==> src/rtl/bus_interconnect.sv <==
// Single-master, N-slave memory-mapped interconnect with registered request capture,
// per-slave acknowledge, timeout watchdog, sticky decode/timeout error reporting.
module bus_interconnect #(
  parameter int unsigned NUM_SLAVES     = 4,
  parameter int unsigned SEL_LSB        = 28,
  parameter int unsigned TIMEOUT_CYCLES = 255,
  parameter logic [31:0] ERROR_DATA     = 32'hDEADBEEF
) (
  input  logic                     clk_i,
  input  logic                     rst_ni,
  input  logic                     read_i,
  input  logic                     write_i,
  input  logic [31:0]              address_i,
  input  logic [31:0]              write_data_i,
  output logic [31:0]              read_data_o,
  output logic                     response_o,
  output logic [NUM_SLAVES-1:0]    slave_read_o,
  output logic [NUM_SLAVES-1:0]    slave_write_o,
  output logic [31:0]              slave_address_o,
  output logic [31:0]              slave_write_data_o,
  input  logic [32*NUM_SLAVES-1:0] slave_read_data_i,
  input  logic [NUM_SLAVES-1:0]    slave_ack_i,
  output logic                     bus_error_o,
  output logic [31:0]              error_address_o
);

  localparam logic [1:0] StIdle    = 2'd0;
  localparam logic [1:0] StAccess  = 2'd1;
  localparam logic [1:0] StRespond = 2'd2;
  localparam logic [1:0] StError   = 2'd3;

  localparam logic [15:0] TimeoutLast = 16'(TIMEOUT_CYCLES - 1);

  logic [1:0]  state_q, state_d;
  logic [3:0]  sel_q, sel_d;
  logic        wr_q, wr_d;
  logic [31:0] addr_q, addr_d;
  logic [31:0] wdata_q, wdata_d;
  logic [31:0] rdata_q, rdata_d;
  logic [15:0] cnt_q, cnt_d;
  logic        bus_error_q, bus_error_d;
  logic [31:0] err_addr_q, err_addr_d;

  logic [3:0]  req_sel;
  logic        req_valid;
  logic [31:0] sel_rdata;
  logic        sel_ack;

  assign req_sel   = address_i[SEL_LSB +: 4];
  assign req_valid = ({1'b0, req_sel} < 5'(NUM_SLAVES));

  // Only the selected slave's data and ack are visible to the FSM.
  always_comb begin
    sel_rdata = '0;
    sel_ack   = 1'b0;
    for (int unsigned i = 0; i < NUM_SLAVES; i++) begin
      if (sel_q == 4'(i)) begin
        sel_rdata = slave_read_data_i[32*i +: 32];
        sel_ack   = slave_ack_i[i];
      end
    end
  end

  always_comb begin
    state_d     = state_q;
    sel_d       = sel_q;
    wr_d        = wr_q;
    addr_d      = addr_q;
    wdata_d     = wdata_q;
    rdata_d     = rdata_q;
    cnt_d       = cnt_q;
    bus_error_d = bus_error_q;
    err_addr_d  = err_addr_q;

    case (state_q)
      StIdle: begin
        if (read_i || write_i) begin
          addr_d  = address_i;
          wdata_d = write_data_i;
          wr_d    = write_i;
          sel_d   = req_sel;
          cnt_d   = '0;
          if (req_valid) begin
            state_d = StAccess;
          end else begin
            state_d     = StError;
            rdata_d     = write_i ? 32'h0 : ERROR_DATA;
            bus_error_d = 1'b1;
            if (!bus_error_q) err_addr_d = address_i;
          end
        end
      end
      StAccess: begin
        if (cnt_q != 16'hFFFF) cnt_d = cnt_q + 16'd1;
        if (sel_ack) begin
          state_d = StRespond;
          rdata_d = wr_q ? 32'h0 : sel_rdata;
        end else if (cnt_q >= TimeoutLast) begin
          state_d     = StError;
          rdata_d     = wr_q ? 32'h0 : ERROR_DATA;
          bus_error_d = 1'b1;
          if (!bus_error_q) err_addr_d = addr_q;
        end
      end
      StRespond: state_d = StIdle;
      StError:   state_d = StIdle;
      default:   state_d = StIdle;
    endcase
  end

  always_ff @(posedge clk_i or negedge rst_ni) begin
    if (!rst_ni) begin
      state_q     <= StIdle;
      sel_q       <= '0;
      wr_q        <= 1'b0;
      addr_q      <= '0;
      wdata_q     <= '0;
      rdata_q     <= '0;
      cnt_q       <= '0;
      bus_error_q <= 1'b0;
      err_addr_q  <= '0;
    end else begin
      state_q     <= state_d;
      sel_q       <= sel_d;
      wr_q        <= wr_d;
      addr_q      <= addr_d;
      wdata_q     <= wdata_d;
      rdata_q     <= rdata_d;
      cnt_q       <= cnt_d;
      bus_error_q <= bus_error_d;
      err_addr_q  <= err_addr_d;
    end
  end

  // Strobes and response decode from state so an async reset drops them at once.
  always_comb begin
    slave_read_o  = '0;
    slave_write_o = '0;
    if (state_q == StAccess) begin
      for (int unsigned i = 0; i < NUM_SLAVES; i++) begin
        if (sel_q == 4'(i)) begin
          slave_write_o[i] = wr_q;
          slave_read_o[i]  = !wr_q;
        end
      end
    end
  end

  assign response_o         = (state_q == StRespond) || (state_q == StError);
  assign read_data_o        = rdata_q;
  assign slave_address_o    = addr_q;
  assign slave_write_data_o = wdata_q;
  assign bus_error_o        = bus_error_q;
  assign error_address_o    = err_addr_q;

endmodule

==> config.mk <==
export PLATFORM = sky130hd
export DESIGN_NAME = bus_interconnect
export DESIGN_NICKNAME = d
export VERILOG_FILES = /design/src/rtl/bus_interconnect.sv
export SDC_FILE = /design/constraint.sdc
export NUM_CORES = 1
export LEC_CHECK = 0
export ABC_AREA = 1
export BUFFER_PORTS_ARGS = -buffer_cell sky130_fd_sc_hd__buf_4
export CORE_ASPECT_RATIO = 0.7
export CORE_UTILIZATION = 52
export DETAILED_ROUTE_END_ITERATION = 10
export PLACE_DENSITY = 0.92
export SLEW_MARGIN = 0
export SYNTH_ARGS = -nofsm -noshare
export SYNTH_HDL_FRONTEND = slang
export SYNTH_SLANG_ARGS = --single-unit
==> constraint.sdc <==
create_clock -name clk_i -period 3.95 [get_ports clk_i]
set_clock_uncertainty 0.15 [all_clocks]
set_input_delay 0.395 -clock clk_i [delete_from_list [all_inputs] [get_ports clk_i]]
set_output_delay 0.395 -clock clk_i [all_outputs]
set_load 0.01 [all_outputs]
[Word level (Yosys, flattened, before mapping)]
Cells that the tools add are included.
Storage, ports and cells
  output and inout port bits: 138
  bits of input ports: 200
  register bits: 152
Cells by class
  mux-type cells: 46
  equality and inequality tests: 15
  magnitude comparators: 2
  reduce and logical (&&, ||, !) cells: 13
  $add $sub $neg: 1
Operator list (number)
  $mux 32: 17
  $pmux 32 s2: 2
  $mux 16: 2
  $pmux 16 s2: 1
  $add 16x1->16 const B: 1
  $ge 16x8->1 const B: 1
  $mux 1: 16
  $ne 16x16->1 const B: 1
  $ne 2x2->1 const B: 7
  $eq 4x2->1 const B: 2
  $mux 2: 4
  $mux 4: 2
  $reduce_and 7->1: 1
  $pmux 2 s3: 1
  $reduce_and 5->1: 1
  $eq 2x2->1 const B: 2
  $eq 4x1->1 const B: 1
  $logic_not 4->1: 1
  $lt 4x3->1 const B: 1
  $reduce_and 2->1: 2
  $reduce_and 4->1: 1
  $ne 3x3->1 const B: 1
  $reduce_and 3->1: 1
  $eq 2x1->1 const B: 1
  other kinds (6): 7

[Depth between registers and ports, before layout]
  depth in word-level cells: 8
  gate-level depth with buffers: 12
  gate-level depth less buffers: 11

[Least setup slack after synthesis]
OpenSTA, ideal clock, no wires.
  path type: register to output
  start point: register sel_q[2]
  end point: output port slave_read_o[1]
  cell stages (with the launch flop): 7
  setup slack: 2.007 ns
  arrival time: 1.398 ns
  required time: 3.405 ns
  cells stage by stage: dfrtp_1 -> nor2_1 -> buf_4 -> buf_2 -> buf_2 -> nand2_1 -> nor2_1
On the way
  cells in the longest elaborated chain, start to end: 3
RTL lines
  from (decl): line 35  | logic [3:0] sel_q, sel_d;
  from (signal assigned): line 124  | sel_q <= sel_d;
  $eq 4x1->1: line 141  | if (sel_q == 4'(i)) begin
  $mux 1: line 141
  $mux 4: line 139  | if (state_q == StAccess) begin
  to (decl): line 17  | output logic [NUM_SLAVES-1:0] slave_read_o,
No other way between the ends.

[Final worst setup path]
  start point: register state_q[1]
  end point: output port slave_read_o[2]
On the way
  cells in the longest elaborated chain, start to end: 2
RTL lines
  from (decl): line 34  | logic [1:0] state_q, state_d;
  from (signal assigned): line 113  | state_q <= StIdle;
  from (signal assigned): line 123  | state_q <= state_d;
  $eq 2x1->1: line 139
  $mux 4: line 139
No other way between the ends.

==> flow_summary.yaml <==
status:
  status: "complete, no violations"
power_and_ir_drop:
  ir_worst_vdd_mv: 0.495
  p_per_area_nw_per_um2: 794
  power_mw: 8.73
  leakagePower_nw: 5.73
detailed_routing:
  via_per_inst: 5.40
  vias: 8203
  wl_um: 26000
  first_pass_iters: 5
  post_drt_wl_per_cell_um: 17.1
  drt-initial-drc-count: 661
  remaining_drc_errors: 0
  antenna_left: 0
synthesis:
  mappedNetlistNets: 1210
  synth_area_leaders: "dfrtp_1 47%, nand2_1 15%, nand3_1 8.3%, mux2_2 4.9%, o21ai_0 4.4%"
  synth_area_leader_cell: "dfrtp_1"
  syn-mean-instance-area_sq_um: 7.75
  synth_xor_area_frac: 0.00560
  seq_area_frac_synth: 0.474
  yosys.area_share.simple: 0.300
  ys_warn_count: 0
  synth_area_sq_um: 7810
  async_flop_share: 1.00
  ys_ff_latch: 148
  synth-compound-area-share: 0.0895
  synth_edf_count: 0
  synth_top_flop_cell: "dfrtp_1"
  synthAdderAreaFrac: 0.00320
  synth_top_family_by_area: "simple AND/OR/NAND/NOR gates"
  netlist.area_leader.share: 0.474
  synth.area.mux_share: 0.0516
  synth.distinct_cells: 33
  post_synth_inst_count: 1008
setup_path:
  slowest_delay_ps: 940
  critical_path_class: "reg2out"
  cp-end-kind: "output port"
  critical_path_required_ps: 3400
  crit_arrival_ps: 2800
  cp_max_fo: 30
  slowest_stage: "nor2_2"
  start_kind: "flop"
  path_buf_inv: 3
  timing.critical_path.cells: "inv_2, nand2_2, nor2_2, inv_1, nor2_1, buf_4"
  critPathTopFamily: "simple AND/OR/NAND/NOR gates"
floorplan:
  design.die.area_sq_um: 15500
  rows: 37
  io_pins: 338
  dieWidth_um: 149
  die_y_um: 105
  core_sq_um: 14700
  start_util: 0.533
global_route:
  grt_usage: 0.335
  grt_overflow_total: 0
  grtUsageMet2: 0.533
  grt_max_degree: 86
  gr-max-usage-layer: "met2"
  grtUsageMet3: 0.0900
  grt_pass1_wl_um: 40600
  grt_antenna_before_repair: 1
  grt_pass1_vias: 7902
  gr-usage-met1: 0.424
placement:
  numPortBuffers: 337
  dp_slack_ps: 907
  dpl_cell_area_sq_um: 10400
  dp_hpwl_um: 18900
  routabilityCongestion: 0.958
timing:
  finalSetupViolations: 0
  final-hold-violation-count: 0
  min_period_over_period: 0.848
  fin_crit_ps: 3350
  holdWs_ps: 46.9
  worstMarginPinSlew_ps: 1180
  grt_setup_unrepaired: "no"
  fmax_mhz: 299
  slew_headroom: 0.213
  setup_slack_ps: 600
  finalSetupTns_ps: 0
  slew_violations: 0
final_layout:
  drive_above_1_share: 0.330
  area_growth_pct: 40.7
  fin_area_sq_um: 11000
  fin_nets: 1513
clock_network:
  insertion_delay_ps: 420
  cts_sinks: 148
  numCtsBuffers: 17
  cts_buffer_depth: 2
  clk_pin_slew_ps: 70
  cts-root-buf: "clkbuf_16"
  cts_tree: "yes"
  htree_num_levels: 4
worst_hold_path:
  hold_path.class: "in2reg"
run:
  max_cap_viol_count: 0
registers in the layout, summed over array words and instances, names as in the netlist:
register            count
state_q                 2
cnt_q                  16
wr_q                    1
read_data_o            32
sel_q                   4
slave_address_o        28
slave_write_data_o     32
error_address_o        32
bus_error_o             1
power breakdown:
part	internal, mW	switching [mW]	total [mW]
Sequential	2.18	0.470	2.65
Combinational	1.80	2.62	4.42
Clock	0.949	0.710	1.66
cell usage in the layout (no fill, tap or decap), types with 2 or more instances in the layout:
cell | netlist | routed
clkinvlp_4 | 0 | 2
o211ai_1 | 4 | 4
bufinv_16 | 0 | 2
o21ai_1 | 37 | 37
o22ai_1 | 9 | 9
ha_1 | 2 | 2
nor2_4 | 3 | 4
nor2_2 | 1 | 3
o2111ai_1 | 5 | 5
inv_1 | 75 | 75
xor2_1 | 5 | 5
inv_6 | 0 | 5
inv_8 | 0 | 2
nand2_2 | 3 | 3
inv_2 | 6 | 6
mux2i_1 | 2 | 2
dfrtp_1 | 148 | 148
nand4_1 | 12 | 12
buf_4 | 9 | 343
nand3_1 | 129 | 129
o21ai_0 | 69 | 69
mux2_2 | 34 | 34
nand2_1 | 304 | 303
clkbuf_16 | 0 | 17
or2_2 | 5 | 5
nor3_1 | 7 | 7
o21bai_1 | 3 | 3
clkinv_4 | 0 | 3
nor2_1 | 76 | 73
cells by family after synthesis:
logic type | count (synthesis)
flip-flops | 148
XOR/XNOR | 5
adder cells (fa/ha/maj) | 2
buffers and inverters | 143
multiplexers | 36
AND/OR/NAND/NOR | 545
AO/OA/AOI/OAI | 129
timing repair:
action | CTS | global route
endpoints found under the hold margin | 75 | 0
gates resized for setup | 0 | 0
hold buffers | 1 | 0
setup buffers | 0 | 0
metal layers:
layer | wire (um) | vias up | part of all wire
met1 | 10200 | 3842 | 0.39
met5 | 0 | - | 0
li1 | - | 3889 | -
met4 | 1020 | 0 | 0.039
met3 | 2390 | 71 | 0.092
met2 | 12400 | 401 | 0.48
path summary, 6_finish.rpt:
check | cells past startpoint | startpoint | end | slack, ps
min reg2reg | 2 | read_data_o[14]$_DFFE_PN0P_ | read_data_o[14]$_DFFE_PN0P_ | 330
max in group asynchronous | 3 | rst_ni | error_address_o[2]$_DFFE_PN0P_ | 2380
max | 6 | state_q[1]$_DFFE_PN0P_ | slave_read_o[2] | 600
max reg2reg | 7 | sel_q[1]$_DFFE_PN0P_ | error_address_o[1]$_DFFE_PN0P_ | 810
min in group asynchronous | 2 | rst_ni | read_data_o[20]$_DFFE_PN0P_ | 420
min | 2 | write_data_i[30] | slave_write_data_o[30]$_DFFE_PN0P_ | 50
worst register-to-register path: cells and delay by family, from the launching register on:
family	cells	cell delay [ps]
AND/OR/NAND/NOR	5	1510
flip-flops	1	630
AO/OA/AOI/OAI	1	490
buffers and inverters	1	250
layout make-up:
class	count	area, sq um
clock buffer	17	425
inverter	81	304
antenna	1	2.50
fill	1084	3680
multi-input combinational	717	3540
tap	195	244
sequential	148	3700
timing repair buffer	346	2620
clock inverter	14	168
synth_stat cells (2+ instances only):
master     count
clkbuf_1      31
inv_1         75
nand3_1      129
inv_2          6
o21bai_1       3
xor2_1         5
nor3_1         7
dfrtp_1      148
buf_2         20
nand2_1      304
mux2_2        34
buf_4          9
o2111ai_1      5
nor2_1        76
or2_2          5
o21ai_0       69
buf_1          2
o21ai_1       37
mux2i_1        2
nor2_4         3
nand2_2        3
o22ai_1        9
nand4_1       12
o211ai_1       4
ha_1           2
metrics by stage:
stage                     instances  utilization
after floorplan                1008            -
after global placement         1486        0.708
after detailed placement       1486        0.708
after CTS                      1518        0.749
after global routing           1519        0.750
final                          1519        0.750
No activity file was read; power rests on OpenSTA's default activity.
